## config.mk

```make
export PLATFORM = sky130hd
export DESIGN_NAME = stc_gamma_sequencer
export DESIGN_NICKNAME = d
export VERILOG_FILES = /design/src/rtl/stc_gamma_sequencer.sv
export SDC_FILE = /design/constraint.sdc
export NUM_CORES = 1
export LEC_CHECK = 0
export BUFFER_PORTS_ARGS = -buffer_cell sky130_fd_sc_hd__buf_2
export CAP_MARGIN = 10
export CORE_ASPECT_RATIO = 1.4
export CORE_MARGIN = 2
export CORE_UTILIZATION = 43
export DETAILED_ROUTE_END_ITERATION = 8
export PLACE_DENSITY = 0.68
export SKIP_CTS_REPAIR_TIMING = 1
export SLEW_MARGIN = 20
export SYNTH_ARGS = -nofsm -noshare
export SYNTH_HDL_FRONTEND = slang
export SYNTH_SLANG_ARGS = --single-unit
```

## constraint.sdc

```tcl
create_clock -name aclk -period 5.8 [get_ports aclk]
set_input_delay 0.29 -clock aclk [delete_from_list [all_inputs] [get_ports aclk]]
set_output_delay 0.29 -clock aclk [all_outputs]
set_load 0.02 [all_outputs]
```

## src/rtl/stc_gamma_sequencer.sv

```systemverilog
// stc_gamma_sequencer: gamma-cycle sequencer for a two-input pulse-width
// space-time compute unit. Per job: one local-reset cycle, one gamma of
// registered spike pulses, capture of the unit output's first rise time,
// then the result is held until the consumer handshakes it.
// Optional feature macro: STC_SEQ_WIDTH_MEASURE_EN (counts unit_y high cycles).

// Per-input pulse decode: high iff the input is live and t <= c < t+P.
// Compared in TW+1 bits so t+P never wraps; c never exceeds G-1 in RUN,
// so pulses running past the gamma end are clipped naturally.
module stc_gamma_sequencer_lane #(
    parameter int TW = 4,
    parameter int PW = 8
) (
    input  logic          en,
    input  logic [TW-1:0] t,
    input  logic          nul,
    input  logic [TW:0]   c,
    output logic          pulse
);
    logic [TW:0] t_beg;
    logic [TW:0] t_end;

    assign t_beg = {1'b0, t};
    assign t_end = t_beg + (TW+1)'(PW);
    assign pulse = en && !nul && (t_beg <= c) && (c < t_end);
endmodule

module stc_gamma_sequencer #(
    parameter  int GAMMA_CYCLE_WIDTH = 16,
    parameter  int PULSE_WIDTH       = 8,
    localparam int TW = $clog2(GAMMA_CYCLE_WIDTH),
    localparam int WW = $clog2(GAMMA_CYCLE_WIDTH+1)
) (
    input  logic          aclk,
    input  logic          grst,
    input  logic          in_valid,
    output logic          in_ready,
    input  logic [TW-1:0] in_time_a,
    input  logic [TW-1:0] in_time_b,
    input  logic          in_null_a,
    input  logic          in_null_b,
    output logic          unit_rst,
    output logic          unit_a,
    output logic          unit_b,
    input  logic          unit_y,
    output logic          result_valid,
    input  logic          result_ready,
    output logic [TW-1:0] result_time,
    output logic          result_null,
    output logic [WW-1:0] result_width
);
    localparam int NUM_LANES = 2;
    localparam logic [TW-1:0] C_LAST = TW'(GAMMA_CYCLE_WIDTH-1);

    typedef enum logic [1:0] {IDLE, LRST, RUN, REPORT} state_t;

    typedef struct packed {
        logic [TW-1:0] t;
        logic          nul;
    } spike_t;

    state_t state, state_nxt;
    logic [TW-1:0] c;
    logic [TW:0]   c_nxt;
    spike_t [NUM_LANES-1:0] job;
    logic   [NUM_LANES-1:0] pulse_d;
    logic   [NUM_LANES-1:0] pulse_q;
    logic accept;
    logic unit_rst_d;
    logic run_nxt;

    assign accept = (state == IDLE) && in_valid;

    // state register
    always_ff @(posedge aclk or posedge grst) begin
        if (grst) state <= IDLE;
        else      state <= state_nxt;
    end

    // next-state decode
    always_comb begin
        state_nxt = state;
        case (state)
            IDLE:    if (in_valid)     state_nxt = LRST;
            LRST:                      state_nxt = RUN;
            RUN:     if (c == C_LAST)  state_nxt = REPORT;
            REPORT:  if (result_ready) state_nxt = IDLE;
            default:                   state_nxt = IDLE;
        endcase
    end

    // output decode: next values of the flopped unit drives, plus handshake flags
    always_comb begin
        unit_rst_d   = accept;
        run_nxt      = (state_nxt == RUN);
        c_nxt        = (state == LRST) ? '0 : ({1'b0, c} + 1'b1);
        in_ready     = (state == IDLE) && !grst;
        result_valid = (state == REPORT);
    end

    for (genvar i = 0; i < NUM_LANES; i++) begin : g_lane
        stc_gamma_sequencer_lane #(.TW(TW), .PW(PULSE_WIDTH)) u_lane (
            .en   (run_nxt),
            .t    (job[i].t),
            .nul  (job[i].nul),
            .c    (c_nxt),
            .pulse(pulse_d[i])
        );
    end

    assign unit_a = pulse_q[0];
    assign unit_b = pulse_q[1];

    // unit drives, gamma counter and job capture
    always_ff @(posedge aclk or posedge grst) begin
        if (grst) begin
            unit_rst <= 1'b0;
            pulse_q  <= '0;
            c        <= '0;
            job      <= '0;
        end else begin
            unit_rst <= unit_rst_d;
            pulse_q  <= pulse_d;
            if (state == LRST || state == RUN) c <= c_nxt[TW-1:0];
            if (accept) begin
                job[0] <= '{t: in_time_a, nul: in_null_a};
                job[1] <= '{t: in_time_b, nul: in_null_b};
            end
        end
    end

    // first-rise capture; result_null stays set until a high sample is seen
    always_ff @(posedge aclk or posedge grst) begin
        if (grst) begin
            result_time <= '0;
            result_null <= 1'b0;
        end else if (accept) begin
            result_time <= '0;
            result_null <= 1'b1;
        end else if (state == RUN && unit_y && result_null) begin
            result_time <= c;
            result_null <= 1'b0;
        end
    end

`ifdef STC_SEQ_WIDTH_MEASURE_EN
    logic [WW-1:0] wcnt;

    // high-sample counter, saturating at one full gamma
    always_ff @(posedge aclk or posedge grst) begin
        if (grst)
            wcnt <= '0;
        else if (accept)
            wcnt <= '0;
        else if (state == RUN && unit_y && wcnt != WW'(GAMMA_CYCLE_WIDTH))
            wcnt <= wcnt + 1'b1;
    end

    assign result_width = wcnt;
`else
    assign result_width = '0;
`endif
endmodule

```

# [Word-level counts from Yosys, hierarchy flattened]
# Index checks and enable logic that the tools add are counted.
[classes] addsub=3 magnitude_cmp=4 n_eq_ne=5 mux=9 reduce_logical=16
[op_table] op="4-bit by 4-bit adder with 5-bit output, second input constant" n=2
[op_table] op="4-bit by 5-bit <= comparator with 1-bit output" n=2
[op_table] op="1-bit logical AND" n=10
[op_table] op="5-bit < comparator" n=2
[op_table] op="4-bit 2-to-1 mux" n=2
[op_table] op="2-bit case mux with 4 select lines" n=1
[op_table] op="2-bit equality test, second input constant" n=3
[op_table] op="2-bit 2-to-1 mux" n=3
[op_table] op="4-bit by 1-bit adder with 5-bit output, second input constant" n=1
[op_table] op="5-bit 2-to-1 mux" n=1
[op_table] op="4-bit equality test, second input constant" n=1
[op_table] op="1-bit zero test" n=3
[op_table] op="2-bit by 1-bit equality test with 1-bit output, second input constant" n=1
[op_table] op="2-bit zero test" n=1
[op_table] op="1-bit 2-to-1 mux" n=2
[op_table] op="2-bit nonzero test" n=1
[op_table] op="1-bit logical OR" n=1
[totals] regBits=24 wordCells=47

# [Logic depth before layout (Yosys ltp)]
# Gate-level depths: netlist of the first run.
[logic_depth] depth_word=7 mapped_depth=9 depth_no_buf=9

# [Cells and area by module]
# Synthesis of the first run repeated with hierarchy kept, for this count alone.
[unflattened] hier_cells=146 area_unflattened_um2=1619.1
[by_module_without_submodules] module="stc_gamma_sequencer" instances=1 cells_each=88 area_per_inst_um2=1143.6 seq_area_each_um2=600.6
[by_module_without_submodules] module="stc_gamma_sequencer_lane" instances=2 cells_each=29 area_per_inst_um2=237.7 seq_area_each_um2=0.0

# [Worst setup path after synthesis of the first run]
# No wires, ideal clock.
[synth_path] path_type="register to register" from="reg c[0]" to="reg pulse_q[1]" setup_ns=0.121 t_arrival_ns=1.797 required_time_ns=5.679 slack_ns=3.882 path_stages_with_launch=10 n_path_buf=0 path_cell_list="dfrtp_1 > ha_1 > xnor2_1 > nor2_1 > inv_1 > ha_1 > nand4_1 > nand2_1 > a21oi_1 > and4bb_2"
[synth_via] word_cells_on_any_way=11
[synth_rtl] item="from (decl)" line_no="63" text="logic [TW-1:0] c;"
[synth_rtl] item="from (signal assigned)" line_no="124" text="if (state == LRST || state == RUN) c <= c_nxt[TW-1:0];"
[synth_rtl] item="4-bit by 1-bit adder with 5-bit output *" line_no="96" text="c_nxt = (state == LRST) ? '0 : ({1'b0, c} + 1'b1);"
[synth_rtl] item="5-bit 2-to-1 mux *" line_no="96"
[synth_rtl] item="named net c_nxt[2]" line_no="64" text="logic [TW:0] c_nxt;"
[synth_rtl] item="4-bit by 5-bit <= comparator with 1-bit output" line_no="25" text="assign pulse = en && !nul && (t_beg <= c) && (c < t_end);"
[synth_rtl] item="1-bit logical AND" line_no="25"
[synth_rtl] item="1-bit logical AND *" line_no="25"
[synth_rtl] item="named net g_lane[1].u_lane.pulse" line_no="18" text="output logic pulse"
[synth_rtl] item="to (signal assigned)" line_no="123" text="pulse_q <= pulse_d;"
[synth_rtl] item="to (decl)" line_no="67" text="logic [NUM_LANES-1:0] pulse_q;"
# The timed path passes the listed nets; every way through them passes the cells marked *.
# A chain may end at the register's enable or synchronous reset.

# [Worst setup path in the final report of the first run]
[layout_path] from="reg c[0]" to="reg pulse_q[0]"
[layout_via] word_cells_on_any_way=11
[layout_rtl] item="4-bit by 1-bit adder with 5-bit output *" line_no="96"
[layout_rtl] item="5-bit 2-to-1 mux *" line_no="96"
[layout_rtl] item="named net c_nxt[2]" line_no="64"
[layout_rtl] item="4-bit by 5-bit <= comparator with 1-bit output" line_no="25"
[layout_rtl] item="1-bit logical AND" line_no="25"
[layout_rtl] item="1-bit logical AND *" line_no="25"
[layout_rtl] item="named net g_lane[0].u_lane.pulse" line_no="18"
# Marks and branches as above.

==> results.md, run 1 <==
Cells and area:
- The area taken by flip-flops and latches is 601 um2.
- In the final layout, the share of cells above drive strength 1 is 18.2%.
- 0 antenna diodes ended up in the layout.
- The count of filler cells inserted in the layout is 343.
- The total area of multi-input combinational cells is 820 um2.
- After the last flow step, the layout net total stands at 227.
- In the layout the commonest cells are ha_1 (24), dfrtp_1 (24), buf_2 (24), nand2_1 (23), inv_1 (20).
- Relative to the synthesized area, the layout overhead comes to 12.6%.

Placed design:
- The estimated wirelength of the detail-placed design is 2290 um.
- The routability congestion estimate from global placement is 0.749.
- At the placement stage, the worst setup path has a slack of 3600 ps.
- The number of port buffers is 24.

Clock tree:
- The root buffer cell is clkbuf_8.
- TritonCTS built the clock tree.
- The total number of H-tree levels is 1.
- The tree built by TritonCTS fans out to 24 sinks.
- The maximum count of clock buffers along a single path is 2.
- For the worst-skew pair, the clock arrives at the later sink with an insertion delay of 270 ps.
- The number of buffers added by the clock tree synthesis step is 3.
- The clock-pin slew on the worst setup and hold paths is 90 ps.

Critical path:
- The top fanout value on the critical path is 5.
- The type of the setup path with the least slack is flop to flop.
- STA classifies the critical path endpoint as a flop.
- STA classifies the critical path startpoint as a flop.
- The data arrival time of the critical path is 2370 ps.
- For the worst setup path, the data required time is 5960 ps.

Power:
- Sequential cells account for 30.7% of the total power.
- In this run the power spent charging and discharging nets is 416 uW.
- Combinational logic is responsible for 57.1% of the overall power.
- The worst ir drop on vdd is 0.000228 V.
- The switching fraction of total power is 43.7%.
- The clock network is responsible for 12.2% of the overall power.
- The total power density per cell area is 553 nW/um2.
- For this design the static power due to leakage is 0.000962 uW.
- The internal portion of the total power is 535 uW.

Global route:
- The number of antenna violations at the first check in global routing came to 0.
- The wire length of the first global-routing pass is 5120 um.
- Entering global routing, the biggest net connects 25 pins.
- The overall fraction of global-route tracks in use is 17.1%.
- The via count of the first global-routing pass is 1150.
- Global routing finished with a remaining overflow of 0.

STA:
- The worst slew slack as a fraction of its limit is 36.7%.
- Setup violations remaining at the end of the flow were counted as 0.
- After routing, the total negative slack on setup checks comes to 0 ps.
- The hold violation total from the final report is 0.
- The peak clock frequency supported by timing is 453 MHz.
- The worst clock skew is 2.68 ps.
- The post-route fraction of the period consumed by the critical path is 38.1%.
- Setup repair after global routing left no endpoint under its margin.
- The final-report max-slew violation count is 0.
- For the pin with the worst max-slew slack, the measured transition is 949 ps.
- Setup slack closes at 3590 ps.
- For the finished layout, the period the worst path requires is 2210 ps.

Worst hold path:
- In this run the worst hold path is classified as input port to flop.

Synth:
- The portion of the post-synthesis area used by sequential elements is 39.3%.
- The dominant cell type by area after synthesis is dfrtp_1.
- The number of different library cells used by synthesis comes to 29.
- The adder-cell share of the synthesized area is 19.7%.
- The average footprint of a synthesized cell is 9.43 um2.
- Multiplexer cells account for 5.49% of the synthesized area.
- The xor and xnor area share after synthesis is 1.15%.
- The synthesized design devotes to its leading area cell type 39.3% of total area.
- The largest family of logic cells by synthesized area is adder cells.
- Ranked by total cell area, the synthesized netlist is headed by dfrtp_1 (39%), ha_1 (20%), nand2_1 (5.7%).
- The mapped cell area is 1530 um2.
- The number of instances in the synthesized netlist is 162.
- The simple logic cell fraction of the synthesized area is 16.9%.
- The post-synthesis compound-gate area fraction is 9.25%.
- The synthesis-stage register bit count is 24.
- The total of warnings raised by yosys is 0.

Floorplan:
- The die is 74.5 um tall.
- The die area is 4050 um2.
- The area of the core region is 3380 um2.
- 30 I/O pins were placed.
- The site row count is 25.
- For this configuration, the core starts out at a cell density of 45.2%.
- From left edge to right edge, the die measures 54.4 um.

Job:
- The reported max-cap violation count is 0.

Outcome:
- The run finished with clean final reports.

Drt:
- The count of antenna-violating nets left after detailed routing is 0.
- For this block, the routed nets add up to 2980 um of wire.
- The routed length per instance is 13.1 um.
- The post-route DRC violation count is 0.
- The first TritonRoute pass finished after 4 iterations.
- The via count of the routed design is 1102.
- In the routed layout, each cell is associated on average with a via count of 4.85.
- The DRC violation total after the first TritonRoute iteration is 29.
[critical path, cell delays in order, from the launching register on]
cell,delay [ps]
dfrtp_1,440
ha_1,260
xnor2_1,130
nor2_1,270
inv_1,130
ha_1,340
nand4_1,80
nand2_1,50
a21oi_1,140
and4bb_2,250
[state kept, by name, summed over array words and instances, names as in the netlist]
signal,flops
state,2
unit_rst,1
c,4
result_time,4
pulse_q,2
job,10
result_null,1
[path summary, 6_finish.rpt]
path,end,from,depth (start not counted),slack [ps]
worst max-delay path,pulse_q[0],c[0],9,3590
worst min-delay path,job[0],in_null_a,3,210
worst max register to register,pulse_q[0],c[0],9,3590
worst min register to register,job[5],job[5],2,490
max in group asynchronous,state[0],grst,2,4990
min in group asynchronous,result_null,grst,2,230
[power groups by stage]
| stage | Sequential (uW) | Clock (uW) | Combinational [uW] |
|---|---|---|---|
| floorplan | 307 | 0 | 403 |
| global placement | 292 | 0 | 536 |
| detailed placement | 296 | 0 | 546 |
| CTS | 292 | 120 | 550 |
| global route | 302 | 129 | 629 |
| finish | 292 | 116 | 543 |
[cell type report]
class,instances,share of cell area [%]
inverter,20,4.36
multi-input combinational,115,47.6
tap,40,2.91
timing repair buffer,24,6.98
clock buffer,4,3.20
sequential,24,34.9
[per-stage QoR]
step,hold WS [ps],util [%],instance area (um2),power [uW],instances
floorplan,305,-,1540,710,166
global placement,465,49.3,1670,828,223
detailed placement,476,49.3,1670,842,223
CTS,207,50.9,1720,961,227
global route,209,50.9,1720,1060,227
finish,206,50.9,1720,951,227
[layer usage]
layer,routed length [um],vias up,share of wire (%),GRT usage [%]
met3,76,4,2.5,2.01
li1,-,571,-,-
met1,1290,515,43,20.5
met2,1580,12,53,30.8
met4,38,0,1.3,5.28
met5,0,-,0,0
[synth_stat cells]
cell type / instances
xor2_1: 1
o21ai_0: 9
buf_4: 5
o211ai_1: 4
o21bai_1: 1
ha_1: 24
conb_1: 1
nand2_1: 23
nand4_1: 3
nor3b_1: 1
a21oi_1: 6
nor2b_1: 5
a32oi_1: 1
inv_1: 20
mux2_2: 3
buf_2: 2
and4bb_2: 2
nand3_1: 2
and3_1: 1
xnor2_1: 1
nor2_1: 10
mux2i_1: 5
nand2b_1: 2
o21ai_1: 1
a21boi_0: 2
and2b_1: 1
nand4b_1: 1
dfrtp_1: 24
or2_2: 1
[kinds of logic after synthesis]
group	after synthesis
XOR/XNOR	2
adder cells (fa/ha/maj)	24
flip-flops	24
other	1
AO/OA/AOI/OAI	24
AND/OR/NAND/NOR	52
buffers and inverters	27
multiplexers	8
(Power assumes the default switching activity.)
==> run 2: changes to the inputs <==
==> constraint.sdc (replaced) <==
create_clock -name aclk -period 2.05 [get_ports aclk]
set_input_delay 0.1025 -clock aclk [delete_from_list [all_inputs] [get_ports aclk]]
set_output_delay 0.1025 -clock aclk [all_outputs]
set_load 0.02 [all_outputs]
==> run 2 against run 1 <==
Compared with the run above: clock power grew to 2.8 times the previous value; register-to-register slack worse by 3500 ps; cell area is 7.6% higher; non-clock buffer count is 9 higher; die area stayed put; sequential cell count stayed put; clock skew is 4.3 ps higher; sequential power grew to 2.9 times the previous value; setup slack worse by 3500 ps; final cell count is 4.0% higher; critical path type unchanged; critical endpoint unchanged; largest cell class unchanged; highest routed layer unchanged.
==> results.md, run 2 (same netlist as run 1, synthesis figures left out) <==
Placed design:
- Summed over all nets, the half-perimeter wirelength after detailed placement is 2490 um.
- The number of port buffers is 24.
- The routability congestion estimate from global placement is 0.750.
- At the placement stage, the worst setup path has a slack of 9.55 ps.

Floorplan:
- The number of primary I/O pins is 30.
- The core region is 3380 um2.
- In this run the vertical extent of the chip is 74.5 um.
- In this run the core area contains 25 standard-cell rows.
- The initial core utilization is 45.2%.
- The die area is 4050 um2.
- The floorplan step set the die width to 54.4 um.

STA:
- Setup repair after global routing could not meet its margin everywhere.
- Setup violations remaining at the end of the flow were counted as 0.
- For the final database, setup skew stands at 6.99 ps.
- The hold violation total from the final report was 0.
- The post-route fraction of the period consumed by the critical path is 96.9%.
- The peak clock frequency supported by timing is 504 MHz.
- The worst path meets setup with 64.2 ps of slack.
- The final-report max-slew violation count is 0.
- Setup total negative slack on the finished layout was measured at 0 ps.
- Subtracting the final worst setup slack from the clock period gives 1990 ps.
- For the pin with the worst max-slew slack, the measured transition is 516 ps.
- Headroom to the max-slew limit came out at 65.6%.

Global route:
- The first global-routing pass estimated 5050 um of wire.
- The number of antenna violations at the first check in global routing is 0.
- The overall fraction of global-route tracks in use is 17.0%.
- The via count of the first global-routing pass is 1164.
- Entering global routing, the biggest net connects 19 pins.
- The global-route congestion overflow total is 0.

Cells and area:
- At the end of the flow, the number of nets in the layout was 236.
- In the final layout, the registers with the most flip-flops are job: 10 flops, c: 4 flops, result_time: 4 flops.
- The multi-input combinational cells in the finished layout cover a total of 867 um2.
- Cells with a size suffix above 1 make up 24.0% of the layout.
- The number of antenna diodes in the final layout is 0.
- The register name with the most flops is job.
- The sequential cells in the finished layout cover a total of 601 um2.
- The flip-flop count of the largest register after layout is 10.
- The library cells used most frequently in the layout, excluding fill and tap cells, are dfrtp_1 (24), buf_2 (24), nand2_1 (23), inv_1 (20), ha_1 (20).
- The area added between synthesis and finish is 21.1%.
- The count of filler cells inserted in the layout is 331.

Worst hold path:
- The min-delay analysis places its worst path in the category input port to flop.
- The endpoint of the worst hold-timing path is job[0].
- Along the worst hold path, the cell count comes to 3.
- The worst hold path startpoint is in_null_a.

Clock tree:
- The root buffer cell is clkbuf_8.
- TritonCTS built the clock tree.
- The clock reaches the later pin of the worst-skew pair after 270 ps.
- The maximum count of clock buffers along a single path is 2.
- The clock drives 24 sinks.
- The number of buffers added by the clock tree synthesis step is 3.
- The total number of H-tree levels is 1.
- Clock-pin slew was measured on the worst setup and hold paths at 90 ps.

Critical path:
- The reg-to-reg startpoint is c[0].
- The kind of end point of the critical path is a flop.
- The type of the setup path with the least slack is flop to flop.
- Data on the critical path is required at its endpoint by 2210 ps.
- Among all stages on the critical path, the largest delay is contributed by dfrtp_1.
- Traced cell by cell, the critical path runs through ha_2, xnor2_1, nor2_1, inv_1, ha_1, nand4_1, nand2_1, a21oi_1, and4bb_2.
- The largest single stage delay on the critical path is 430 ps.
- Measured in cells, the most critical reg-to-reg path has a length of 9.
- Data arrives at the worst endpoint at 2140 ps.
- Across all register-to-register paths, the minimum setup slack is 60 ps.
- The kind of cell with the highest combined delay along the critical path is adder cells.
- The endpoint identified for the worst register-to-register timing path is pulse_q[0].
- STA classifies the critical path startpoint as a flop.
- The total buffers and inverters traversed by the critical path is 1.
- The top fanout value on the critical path is 4.

Outcome:
- The run finished with clean final reports.

Power:
- In this run, flip-flops and latches consume 28.4% of the power.
- The internal power is 1700 uW.
- The total power density per cell area is 1600 nW/um2.
- For this design the static power due to leakage is 0.00101 uW.
- In this run switching power makes up 42.6% of total power.
- The combinational group share of total power is 60.5%.
- The analysis attributes to net switching a power of 1260 uW.
- Across the VDD grid, the largest voltage drop is 0.000705 V.
- The proportion of power drawn by the clock network is 11.1%.

Drt:
- The post-route DRC violation count is 0.
- The DRC violation total after the first TritonRoute iteration is 21.
- Summing over every cut layer, the via total after detailed routing is 1164.
- Dividing the detail-routed via count by the number of cells gives 4.93.
- The count of antenna-violating nets left after detailed routing is 0.
- The routed length per instance is 13.5 um.
- The total length of routed wires is 3190 um.
- Before antenna repair, the detailed router went through 4 iterations.

Job:
- The reported max-cap violation count is 0.
-- run 2: layout make-up --
type                    count  share of cell area, %
flip-flops and latches     24                   32.5
repair buffers             33                   11.0
multi-input cells         115                   46.9
inverters                  20                   4.06
well taps                  40                   2.70
clock buffers               4                   2.97
-- run 2: worst min-delay path, stage by stage --
cell and delay (ps):
buf_2 70, nand2_1 40, nand2_1 50
-- run 2: power groups by stage --
stage	Combinational, uW	Sequential, uW	Clock, uW
global placement	1600	818	0
floorplan	1140	867	0
CTS	1660	824	335
finish	1790	838	329
global route	2040	861	353
detailed placement	1640	833	0
-- run 2: how the worst max path moves through the flow --
stage | start | endpoint | slack (ps) | depth (start not counted)
after floorplan | c[0] | pulse_q[1] | 130 | 9
after global placement | c[0] | pulse_q[1] | 120 | 9
after detailed placement | state[1] | pulse_q[0] | 10 | 8
after CTS | state[1] | pulse_q[0] | -20 | 8
after global routing | c[0] | pulse_q[1] | -50 | 9
final | c[0] | pulse_q[0] | 60 | 9
-- run 2: metrics by stage --
step	area [um2]	total power, uW	utilization, %	cells	hold WS [ps]
2_1_floorplan	1540	2010	-	166	117
5_1_grt	1850	3260	54.8	236	36.0
3_5_place_dp	1720	2470	51.0	229	178
6_report	1850	2950	54.8	236	27.5
3_3_place_gp	1720	2420	51.0	229	158
4_1_cts	1780	2820	52.6	233	-118
-- run 2: metal layers --
layer | global-route usage (%) | share of wire (%) | vias to the layer above | wire (um)
met5 | 0 | 0 | - | 0
met4 | 6.94 | 1.1 | 0 | 34
met3 | 2.01 | 2.1 | 4 | 67
met2 | 31.3 | 56 | 20 | 1790
met1 | 18.9 | 40 | 548 | 1290
li1 | - | - | 592 | -
==> run 3: changes to the inputs <==
--- a/config.mk
+++ b/config.mk
@@ -5,13 +5,13 @@
 export SDC_FILE = /design/constraint.sdc
 export NUM_CORES = 1
 export LEC_CHECK = 0
+export ABC_AREA = 0
 export BUFFER_PORTS_ARGS = -buffer_cell sky130_fd_sc_hd__buf_2
-export CAP_MARGIN = 10
 export CORE_ASPECT_RATIO = 1.4
 export CORE_MARGIN = 2
-export CORE_UTILIZATION = 43
+export CORE_UTILIZATION = 30
 export DETAILED_ROUTE_END_ITERATION = 8
-export PLACE_DENSITY = 0.68
+export PLACE_DENSITY = 0.52
 export SKIP_CTS_REPAIR_TIMING = 1
 export SLEW_MARGIN = 20
 export SYNTH_ARGS = -nofsm -noshare
==> run 3 against run 2 <==
Compared with the run above: first-iteration DRC count is 120% higher; die area increased by 40%; setup slack improved by 35 ps; utilization shrank 16 points; sequential cell count unchanged; wire length fell by 5.2%; non-clock buffer count up 1; highest routed layer unchanged.
==> results.md, run 3 (same netlist as run 1, synthesis figures left out) <==
Critical path:
- The startpoint class of the critical path is a flop.
- The top fanout value on the critical path is 4.
- Among the stages of the critical path, the cell type that occurs most often is inv_1.
- The kind of end point of the critical path is a flop.
- Walking the worst path, the cells encountered are nand3_1, xor2_1, nor2_1, inv_1, ha_1, inv_1, o211ai_1, a21boi_0, and4bb_2.
- The endpoint required time on the critical path is 2210 ps.
- On the critical path, the stage with the largest delay is an instance of dfrtp_1.
- The type of the setup path with the least slack is flop to flop.
- At the worst endpoint, the arrival time is 2110 ps.
- On the worst path, the slowest cell contributes a delay of 440 ps.

Floorplan:
- The die height is 88.4 um.
- The area of the core region is 4880 um2.
- The die span in x is 64.3 um.
- The die covers 5690 um2.
- For this configuration, the core starts out at a cell density of 31.3%.
- The site row count is 30.
- The number of primary I/O pins is 30.

Outcome:
- The run finished with clean final reports.

Cells and area:
- The count of non-filler cells in the finished layout is 261.
- The number of antenna repair diodes is 0.
- The count of nets after finishing is 237.
- The top cell types in the final layout, fill and taps aside, are buf_2 (24), nand2_1 (23), dfrtp_1 (23), ha_1 (21), inv_1 (19).
- The fraction of the core area covered by cells at the end of the flow is 38.6%.
- The area added between synthesis and finish is 23.3%.
- The register with the most flip-flops in the layout has 10 of them.
- The most common library cell in the layout ignoring fill and taps is buf_2.
- Counting flops per register, the top entry is job.
- The largest registers in the layout are job: 10 flops, c: 4 flops, result_time: 4 flops.
- The post-route netlist has 25.4% of its cells at a drive strength greater than 1.

Clock tree:
- The maximum count of clock buffers along a single path is 2.
- The CTS tree is done.
- The total number of H-tree levels is 1.
- The clock drives 24 sinks.
- The later-pin clock latency in the skew report is 270 ps.
- Clock tree synthesis inserted a total of 3 buffers.
- The clock-pin slew on the worst setup and hold paths is 90 ps.
- In this run the clock root is driven by a clkbuf_8.

Drt:
- The ratio of routed vias to standard cells is 4.38.
- Dividing the detail-routed wire length by the instance count gives 11.6 um.
- After the first detailed-routing iteration, the DRC count stood at 47.
- Before antenna repair, the detailed router went through 2 iterations.
- The via count of the routed design is 1142.
- After detailed routing, the number of remaining DRC violations is 0.
- The count of antenna-violating nets left after detailed routing is 0.
- Wires add up to 3020 um.

Power:
- The leakage component of the power is 0.00102 uW.
- IR analysis of the VDD net gives a maximum drop of 0.000662 V.
- Dividing total power by cell area gives a power density of 1580 nW/um2.

STA:
- The final setup violation count is 0.
- Timing would allow up to 513 MHz.
- Across the routed clock network, the largest skew measured is 3.44 ps.
- Counting I/O delays and the setup requirement, the final critical path takes 1950 ps.
- The hold violation total from the final report is 0.
- Setup repair after global routing could not meet its margin everywhere.
- The post-route fraction of the period consumed by the critical path is 95.1%.
- The final-report max-slew violation count is 0.

Global route:
- The global-route congestion overflow total is 0.
- The via count of the first global-routing pass came to 1150.
- The number of antenna violations at the first check in global routing is 0.
- Entering global routing, the biggest net connects 25 pins.
- Global routing consumed, over all layers together, 12.0% of the routing resources.
- The wire length of the first global-routing pass is 5330 um.

Placed design:
- The number of port buffers is 24.
- Counting tap cells, the placed design contains a total of 254 instances.
- The HPWL after detailed placement is 2400 um.
- The routability congestion estimate from global placement is 0.738.

Worst hold path:
- The min-delay analysis places its worst path in the category input port to flop.

Job:
- The tool flagged a number of max-cap violations equal to 0.
## run 3: layout make-up
type | count | area (um2)
clock buffers | 3 | 41.3
clock inverters | 1 | 30.0
fillers | 523 | 3000
inverters | 20 | 75.1
multi-input cells | 115 | 857
flip-flops and latches | 24 | 602
well taps | 64 | 80.1
repair buffers | 34 | 198
## run 3: worst paths after layout
| kind | cells past startpoint | slack, ps | to | from |
|---|---|---|---|---|
| setup / recovery | 9 | 100 | pulse_q[0] | c[1] |
| hold / removal | 3 | 20 | job[0] | in_null_a |
| setup reg to reg | 9 | 100 | pulse_q[0] | c[1] |
| hold reg to reg | 2 | 490 | job[5] | job[5] |
| max in group asynchronous | 4 | 1370 | c[0] | grst |
| min in group asynchronous | 4 | 420 | result_time[0] | grst |
## run 3: per-layer routing
metal | share of wire (%) | track usage [%] | up-vias
met3 | 3.3 | 1.65 | 5
met5 | 0 | 0 | -
li1 | - | - | 591
met1 | 45 | 14.8 | 521
met2 | 50 | 21.7 | 25
met4 | 1.5 | 4.06 | 0
## run 3: critical path, delay by kind of cell (launching register included)
| kind | cells | cell delay [ps] |
|---|---|---|
| buf+inv | 2 | 180 |
| xor+xnor | 1 | 160 |
| compound gates | 2 | 210 |
| simple gates | 3 | 510 |
| fa+ha+maj | 1 | 350 |
| flops | 1 | 440 |
## run 3: where the power goes
part	internal, uW	switching, uW	leakage [uW]
combinational	819	920	0.000679
clock	261	154	0.0000357
sequential	678	146	0.000304
## run 3: metrics by stage
step	setup WS [ps]	setup TNS, ps	area, um2	hold slack, ps	total power [uW]
global route	-29.7	-59.1	1880	36.8	3340
finish	99.5	0	1880	16.0	2980
CTS	52.2	0	1820	-116	2890
floorplan	132	0	1540	117	2010
detailed placement	74.2	0	1750	181	2460
global placement	78.7	0	1750	182	2470
